[config.mk]
export PLATFORM = sky130hd
export DESIGN_NAME = arb_grant_mux
export DESIGN_NICKNAME = d
export VERILOG_FILES = /design/src/rtl/arb_grant_mux.sv
export SDC_FILE = /design/constraint.sdc
export NUM_CORES = 1
export LEC_CHECK = 0
export ABC_AREA = 1
export CORE_MARGIN = 2
export CORE_UTILIZATION = 50
export DETAILED_ROUTE_END_ITERATION = 12
export GPL_TIMING_DRIVEN = 0
export PLACE_DENSITY = 0.85
export SYNTH_ARGS = -nofsm -noshare
export SYNTH_HDL_FRONTEND = slang
export SYNTH_SLANG_ARGS = --single-unit
[constraint.sdc]
create_clock -name clk -period 4.1 [get_ports clk]
set_input_delay 0.615 -clock clk [delete_from_list [all_inputs] [get_ports clk]]
set_output_delay 0.615 -clock clk [all_outputs]
set_load 0.02 [all_outputs]
[src/rtl/arb_grant_mux.sv]
// Per-requester one-beat buffers feeding an external arbiter; the granted beat
// moves into a registered valid/ready output stage tagged with its requester index.
module arb_grant_mux #(
  parameter  int N  = 32,
  parameter  int DW = 8,
  localparam int IW = (N > 1) ? $clog2(N) : 1
) (
  input  logic            clk,
  input  logic            reset,
  input  logic [N-1:0]    in_valid_i,
  output logic [N-1:0]    in_ready_o,
  input  logic [N*DW-1:0] in_data_i,
  output logic [N-1:0]    req_o,
  input  logic [N-1:0]    gnt_i,
  output logic            out_valid_o,
  input  logic            out_ready_i,
  output logic [DW-1:0]   out_data_o,
  output logic [IW-1:0]   out_id_o,
  output logic            err_o
);

  logic [N-1:0]  r_slotValid;
  logic [DW-1:0] r_slotData [N];
  logic          r_outValid;
  logic [DW-1:0] r_outData;
  logic [IW-1:0] r_outId;
  logic          r_err;

  logic          w_outFree;
  logic [N-1:0]  w_req;
  logic [N-1:0]  w_gntMinus1;
  logic          w_gntAny;
  logic          w_gntOneHot;
  logic          w_gntOk;
  logic          w_gntBad;
  logic [N-1:0]  w_drain;
  logic [N-1:0]  w_inReady;
  logic [N-1:0]  w_load;
  logic [DW-1:0] w_selData;
  logic [IW-1:0] w_selId;

  // Requests are withheld entirely while the output register is stalled.
  assign w_outFree   = ~r_outValid | out_ready_i;
  assign w_req       = r_slotValid & {N{w_outFree}};
  assign w_gntMinus1 = gnt_i - N'(1);
  assign w_gntAny    = |gnt_i;
  assign w_gntOneHot = w_gntAny && ((gnt_i & w_gntMinus1) == '0);
  assign w_gntOk     = w_outFree && w_gntOneHot && ((gnt_i & ~w_req) == '0);
  assign w_gntBad    = w_gntAny && !w_gntOk;
  assign w_drain     = gnt_i & {N{w_gntOk}};
  assign w_inReady   = ~r_slotValid | w_drain;
  assign w_load      = in_valid_i & w_inReady;

  always_comb begin
    w_selData = '0;
    w_selId   = '0;
    for (int i = 0; i < N; i++) begin
      if (gnt_i[i]) begin
        w_selData = w_selData | r_slotData[i];
        w_selId   = w_selId | IW'(i);
      end
    end
  end

  // A refill takes precedence over a drain so same-cycle drain+refill keeps the new beat.
  always_ff @(posedge clk) begin
    if (reset) begin
      r_slotValid <= '0;
      r_outValid  <= 1'b0;
      r_outData   <= '0;
      r_outId     <= '0;
      r_err       <= 1'b0;
    end else begin
      for (int i = 0; i < N; i++) begin
        if (w_load[i]) begin
          r_slotValid[i] <= 1'b1;
        end else if (w_drain[i]) begin
          r_slotValid[i] <= 1'b0;
        end
      end
      if (w_gntOk) begin
        r_outValid <= 1'b1;
        r_outData  <= w_selData;
        r_outId    <= w_selId;
      end else if (out_ready_i) begin
        r_outValid <= 1'b0;
      end
      r_err <= r_err | w_gntBad;
    end
  end

  always_ff @(posedge clk) begin
    for (int i = 0; i < N; i++) begin
      if (w_load[i]) begin
        r_slotData[i] <= in_data_i[i*DW +: DW];
      end
    end
  end

  assign in_ready_o  = w_inReady;
  assign req_o       = w_req;
  assign out_valid_o = r_outValid;
  assign out_data_o  = r_outData;
  assign out_id_o    = r_outId;
  assign err_o       = r_err;

endmodule

; Yosys cells after proc, flatten, opt, wreduce, memory -nomap -nowiden
; Memory sizes are Yosys's and may differ from the RTL's.
; Cells that the tools add are included.
[totals]
register_bits = 47
ram_bits = 256
in_bits = 323
out_inout_bits = 79
n_memories = 1
[mem_list]
columns = memory, words, width, read_ports, rd_clocked_by_memory_dff, wr, line
row1 = r_slotData, 32, 8, 32, 0, 32, 23  ; logic [DW-1:0] r_slotData [N];
[op_classes]
n_addsub = 1
muxes = 296
bitwise_logic = 42
reduce_logical = 42
[op_table]
columns = op, count
row1 = $mux W8, 34
row2 = $or A8 B8 Y8, 31
row3 = $mux W1, 230
row4 = $and A32 B32 Y32, 5
row5 = $reduce_bool A3 Y1, 33
row6 = $mux W5, 18
row7 = $logic_not A32 Y1, 2
row8 = $not A32 Y32, 2
row9 = $mux W4, 8
row10 = $or A32 B32 Y32, 1
row11 = $reduce_or A32 Y1, 1
row12 = $sub A32 B1 Y32 const B, 1
row13 = $mux W3, 4
row14 = $logic_and A1 B1 Y1, 4
row15 = $mux W2, 2
row16 = $or A1 B1 Y1, 2
row17 = $reduce_bool A2 Y1, 1
row18 = $logic_not A1 Y1, 1
row19 = $not A1 Y1, 1

; Longest topological paths before layout
; An unclocked memory read counts as a cell.
[depth]
depth_word = 66
depth_mapped = 17
mapped_depth_nobuf = 15

; Least setup slack after synthesis
; No wires, ideal clock.
[synth_path]
kind = input to register
from = in out_ready_i
to = mem r_slotData[13][0], in the netlist r_slotData[0][104] (enable)
setup_time_ns = 0.375
arrival_time_ns = 2.364
t_required_ns = 3.725
path_slack_ns = 1.360
cell_stages = 10
path_cell_list = nor2_1 clkbuf_2 nor2_1 nor2_1 nor2_1 nand4_1 nor2_4 buf_4 nand3_1 a21oi_1
[synth_rtl]
columns = item, line
row1 = start: declaration, 16  ; input logic out_ready_i,
row2 = end: declaration, 23

; Worst setup path in the final report
[layout_path]
from = in gnt_i[8]
to = out in_ready_o[29]
[layout_between]
elab_chain_cells = 8
elab_cells_between_ends = 11
cone_classes = add/sub (1) / bitwise (4) / reduce/logical (6)
[layout_lines]
columns = item, line
row1 = start: declaration, 14  ; input logic [N-1:0] gnt_i,
row2 = $sub A32 B1 Y32, 45  ; assign w_gntMinus1 = gnt_i - N'(1);
row3 = $and A32 B32 Y32, 47  ; assign w_gntOneHot = w_gntAny && ((gnt_i & w_gntMinus1) == '0);
row4 = $logic_not A32 Y1, 47
row5 = $logic_and A1 B1 Y1, 47
row6 = $logic_and A1 B1 Y1, 48  ; assign w_gntOk = w_outFree && w_gntOneHot && ((gnt_i & ~w_req) == '0);
row7 = $logic_and A1 B1 Y1 *, 48
row8 = $and A32 B32 Y32 *, 50  ; assign w_drain = gnt_i & {N{w_gntOk}};
row9 = $or A32 B32 Y32 *, 51  ; assign w_inReady = ~r_slotValid | w_drain;
row10 = end: declaration, 11  ; output logic [N-1:0] in_ready_o,
; Mark *: on every way between the ends. The rest lies on a longest branch, timed or not.

==> flow_metrics.py <==
metrics = {
    "worst_setup_path": {
        "critical_path.max_fanout": 10,
        "worstSetupEndpointType": "output pin",
        "arrival_ns": 3.40,
        "startpoint": "gnt_i[8]",
        "r2r_cells": 11,
        "critPathLaunchType": "primary input",
        "required_ns": 3.48,
        "worstReg2RegEnd": "r_slotData[0][62]$_DFFE_PP_",
        "timing.rr.start": "out_valid_o$_SDFFE_PP0P_",
        "crit_type": "in -> out",
        "max_stage_delay_ns": 0.53,
        "crit_chain": "clkdlybuf4s50_1 -> clkbuf_1 -> o21ai_1 -> nand2_1 -> nor2_1 -> nand2_1 -> nor2_1 -> nand3_1 -> nor2_4 -> buf_4 -> nand3_1 -> nand2_2 -> clkdlybuf4s15_2",
        "slowest_stage": "clkdlybuf4s50_1",
        "rrSetupSlack_ns": 0.36,
    },
    "logic_synthesis": {
        "synth_seq_cells": 303,
        "synth_top_area_share": 0.602,
        "yosysWarnings": 0,
        "synthCells": 1207,
        "synthFlopType": "edfxtp_1",
        "syn_nets": 1530,
        "synth_most_common_cell": "nand2_1",
        "synth-edff-count": 256,
        "async_reset_ff_frac": 0,
        "ys_top_cells_by_area": "edfxtp_1, nand2_1, dfxtp_1",
        "synth_cell_types": 32,
        "yosysTopAreaCell": "edfxtp_1",
        "synthTopCellsByCount": "nand2_1, edfxtp_1, nor2_1",
        "netlist_area_sq_um": 12800,
        "yosysSeqAreaShare": 0.676,
        "syn_avg_cell_area_sq_um": 10.6,
    },
    "die": {
        "dieArea_sq_um": 26800,
        "die_w_um": 164,
        "die_y_um": 164,
        "boundaryPins": 402,
        "fp.coreArea_sq_um": 25100,
        "start_util": 0.508,
        "row_count": 58,
    },
    "routing": {
        "first_pass_iters": 6,
        "wl_met1_mm": 18.5,
        "wire_per_inst_um": 26.7,
        "dr_wl_met3_mm": 6.57,
        "met2_length_mm": 25.1,
        "drc": 0,
        "first_iter_violations": 1382,
        "viasPerCell": 5.89,
        "ant_nets": 0,
        "num_vias": 11800,
        "top_layer": "met4",
        "wl_mm": 53.4,
    },
    "pwr": {
        "ir_drop_v": 0.000353,
        "power.total_w": 0.00728,
        "p_per_area_nw_per_um2": 403,
        "p_leak_nw": 6.91,
    },
    "worst_hold_path": {
        "min_from": "out_data_o[5]$_SDFFE_PP0P_",
        "min_path_type": "reg -> reg",
        "holdPathEnd": "out_data_o[5]$_SDFFE_PP0P_",
        "whs_path_depth": 2,
    },
    "placement": {
        "dp_slack_ns": -0.513,
        "gp_congestion": 0.981,
        "postPlaceCellArea_sq_um": 17200,
        "dp_hpwl_mm": 41.5,
        "dp_cells": 1937,
        "portBuffers": 400,
    },
    "status": {
        "violations": "max-capacitance violations, max-slew violations",
        "status": "complete, but fails checks",
    },
    "global_route": {
        "grt_overflow_total": 0,
        "antenna_found_initial": 5,
        "grt_max_degree": 15,
        "gr-usage-all-layers": 0.392,
        "grt_first_pass_wirelength_mm": 74.0,
        "grt_pass1_vias": 11800,
    },
    "clock_network": {
        "cts_inserted_buffers": 29,
        "h-tree-depth": 1,
        "clkSlewWorstSetupHoldPaths_ns": 0.06,
        "clockRootBuffer": "clkbuf_16",
        "clkLatencyLatePin_ns": 0.55,
        "cts-hold-fix-buffers": 0,
        "cts_buffer_depth": 3,
        "clock_sinks": 303,
        "tritoncts": "yes",
    },
    "cells_and_area": {
        "drive_gt1_frac": 0.0657,
        "fillers": 1804,
        "multi_input_area_sq_um": 3620,
        "instances_no_fill": 1998,
        "syn2layout_area_growth_pct": 41.7,
        "final_core_util": 0.721,
        "fin_nets": 1963,
        "fin_area_sq_um": 18100,
        "final-seq-area_sq_um": 8630,
    },
    "timing": {
        "min_period_over_period": 0.980,
        "rsz0062_at_grt": "yes",
        "hold_viol": 0,
        "slew_headroom": -0.0138,
        "report.final.slew_viol_count": 9,
        "setup_ws_ns": 0.0810,
        "setup_viol": 0,
        "clock_skew_ns": 0.0154,
        "fmax_mhz": 249,
        "worst_pin_slew_ns": 1.52,
        "period_minus_slack_ns": 4.02,
    },
    "flow_run": {
        "drv_cap": 1,
    },
}
[cells by family (layout without fill, tap and decap cells)]
| kind of cell | count (synthesis) | in the layout | synth area share |
|---|---|---|---|
| compound gates | 180 | 180 | 0.0901 |
| simple gates | 582 | 582 | 0.190 |
| other cells | 0 | 8 | 0 |
| buf+inv | 142 | 595 | 0.0446 |
| flops | 303 | 303 | 0.676 |
[layer usage]
layer | GRT usage | vias to the layer above
met5 | 0 | -
met4 | 0.219 | 0
met3 | 0.0960 | 180
met2 | 0.642 | 1014
met1 | 0.477 | 5478
li1 | - | 5090
[report_power, final]
group | internal (W) | switching (W) | total, W
Combinational | 0.000442 | 0.000559 | 0.00100
Sequential | 0.00354 | 0.0000684 | 0.00361
Clock | 0.00154 | 0.00114 | 0.00268
[state kept, by name (all words and copies together) (netlist names)]
register / flops
out_data_o: 8
r_slotData: 256
err_o: 1
out_id_o: 5
r_slotValid: 32
out_valid_o: 1
[repair_timing]
action / in CTS / in global routing
resized for setup: 49 / 77
hold endpoints to repair: 0 / 0
setup buffers: 1 / 1
endpoints found under the setup margin: 37 / 62
pin swaps: 3 / 2
[worst max-delay path, delay by kind of cell]
kind                   cells  cell delay, ns
and+or+nand+nor            8            1.05
buffers and inverters      4            1.44
AOI/OAI and AO/OA          1            0.30
[final cells by class]
| type | instances | area share |
|---|---|---|
| Timing Repair Buffer | 402 | 0.216 |
| Antenna cell | 8 | 0.00111 |
| Clock buffer | 33 | 0.0409 |
| Multi-Input combinational cell | 762 | 0.200 |
| Sequential cell | 303 | 0.477 |
| Tap cell | 330 | 0.0228 |
| Inverter | 92 | 0.0191 |
| Buffer | 50 | 0.0129 |
| Clock inverter | 18 | 0.0104 |
[worst max-delay path by stage]
stage                              endpoint  cells after the start
3_3_place_gp    r_slotData[0][62]$_DFFE_PP_                     13
6_report                     in_ready_o[29]                     13
4_1_cts                      in_ready_o[25]                     18
2_1_floorplan  r_slotData[0][104]$_DFFE_PP_                     10
3_5_place_dp    r_slotData[0][62]$_DFFE_PP_                     13
5_1_grt                      in_ready_o[29]                     14
[metrics by stage]
stage / hold slack [ns] / TNS, ns
after floorplan: 0.531 / 0
after global placement: 0.463 / -72.03
after detailed placement: 0.472 / -75.43
after CTS: 0.486 / 0
after global routing: 0.514 / -0.00844
final: 0.486 / 0
[cell usage in the layout, fill, tap and decap left out, drive strengths merged, types with 2 or more instances in the layout]
cell type and instances:
clkinvlp 2, a21oi 79, a211oi 4, clkdlybuf4s50 359, edfxtp 256, a22o 35, nand2 319, nand3 65
diode 8, nor3 8, nand3b 2, clkinv 12, a221oi 26, inv 92, bufinv 4, o21ai 33
clkbuf 97, dlygate4sd2 5, dfxtp 47, nand4 29, buf 14, nor4 8, dlymetal6s2s 7, clkdlybuf4s15 3
nor2 147
Power figures use the tool's default switching activity.
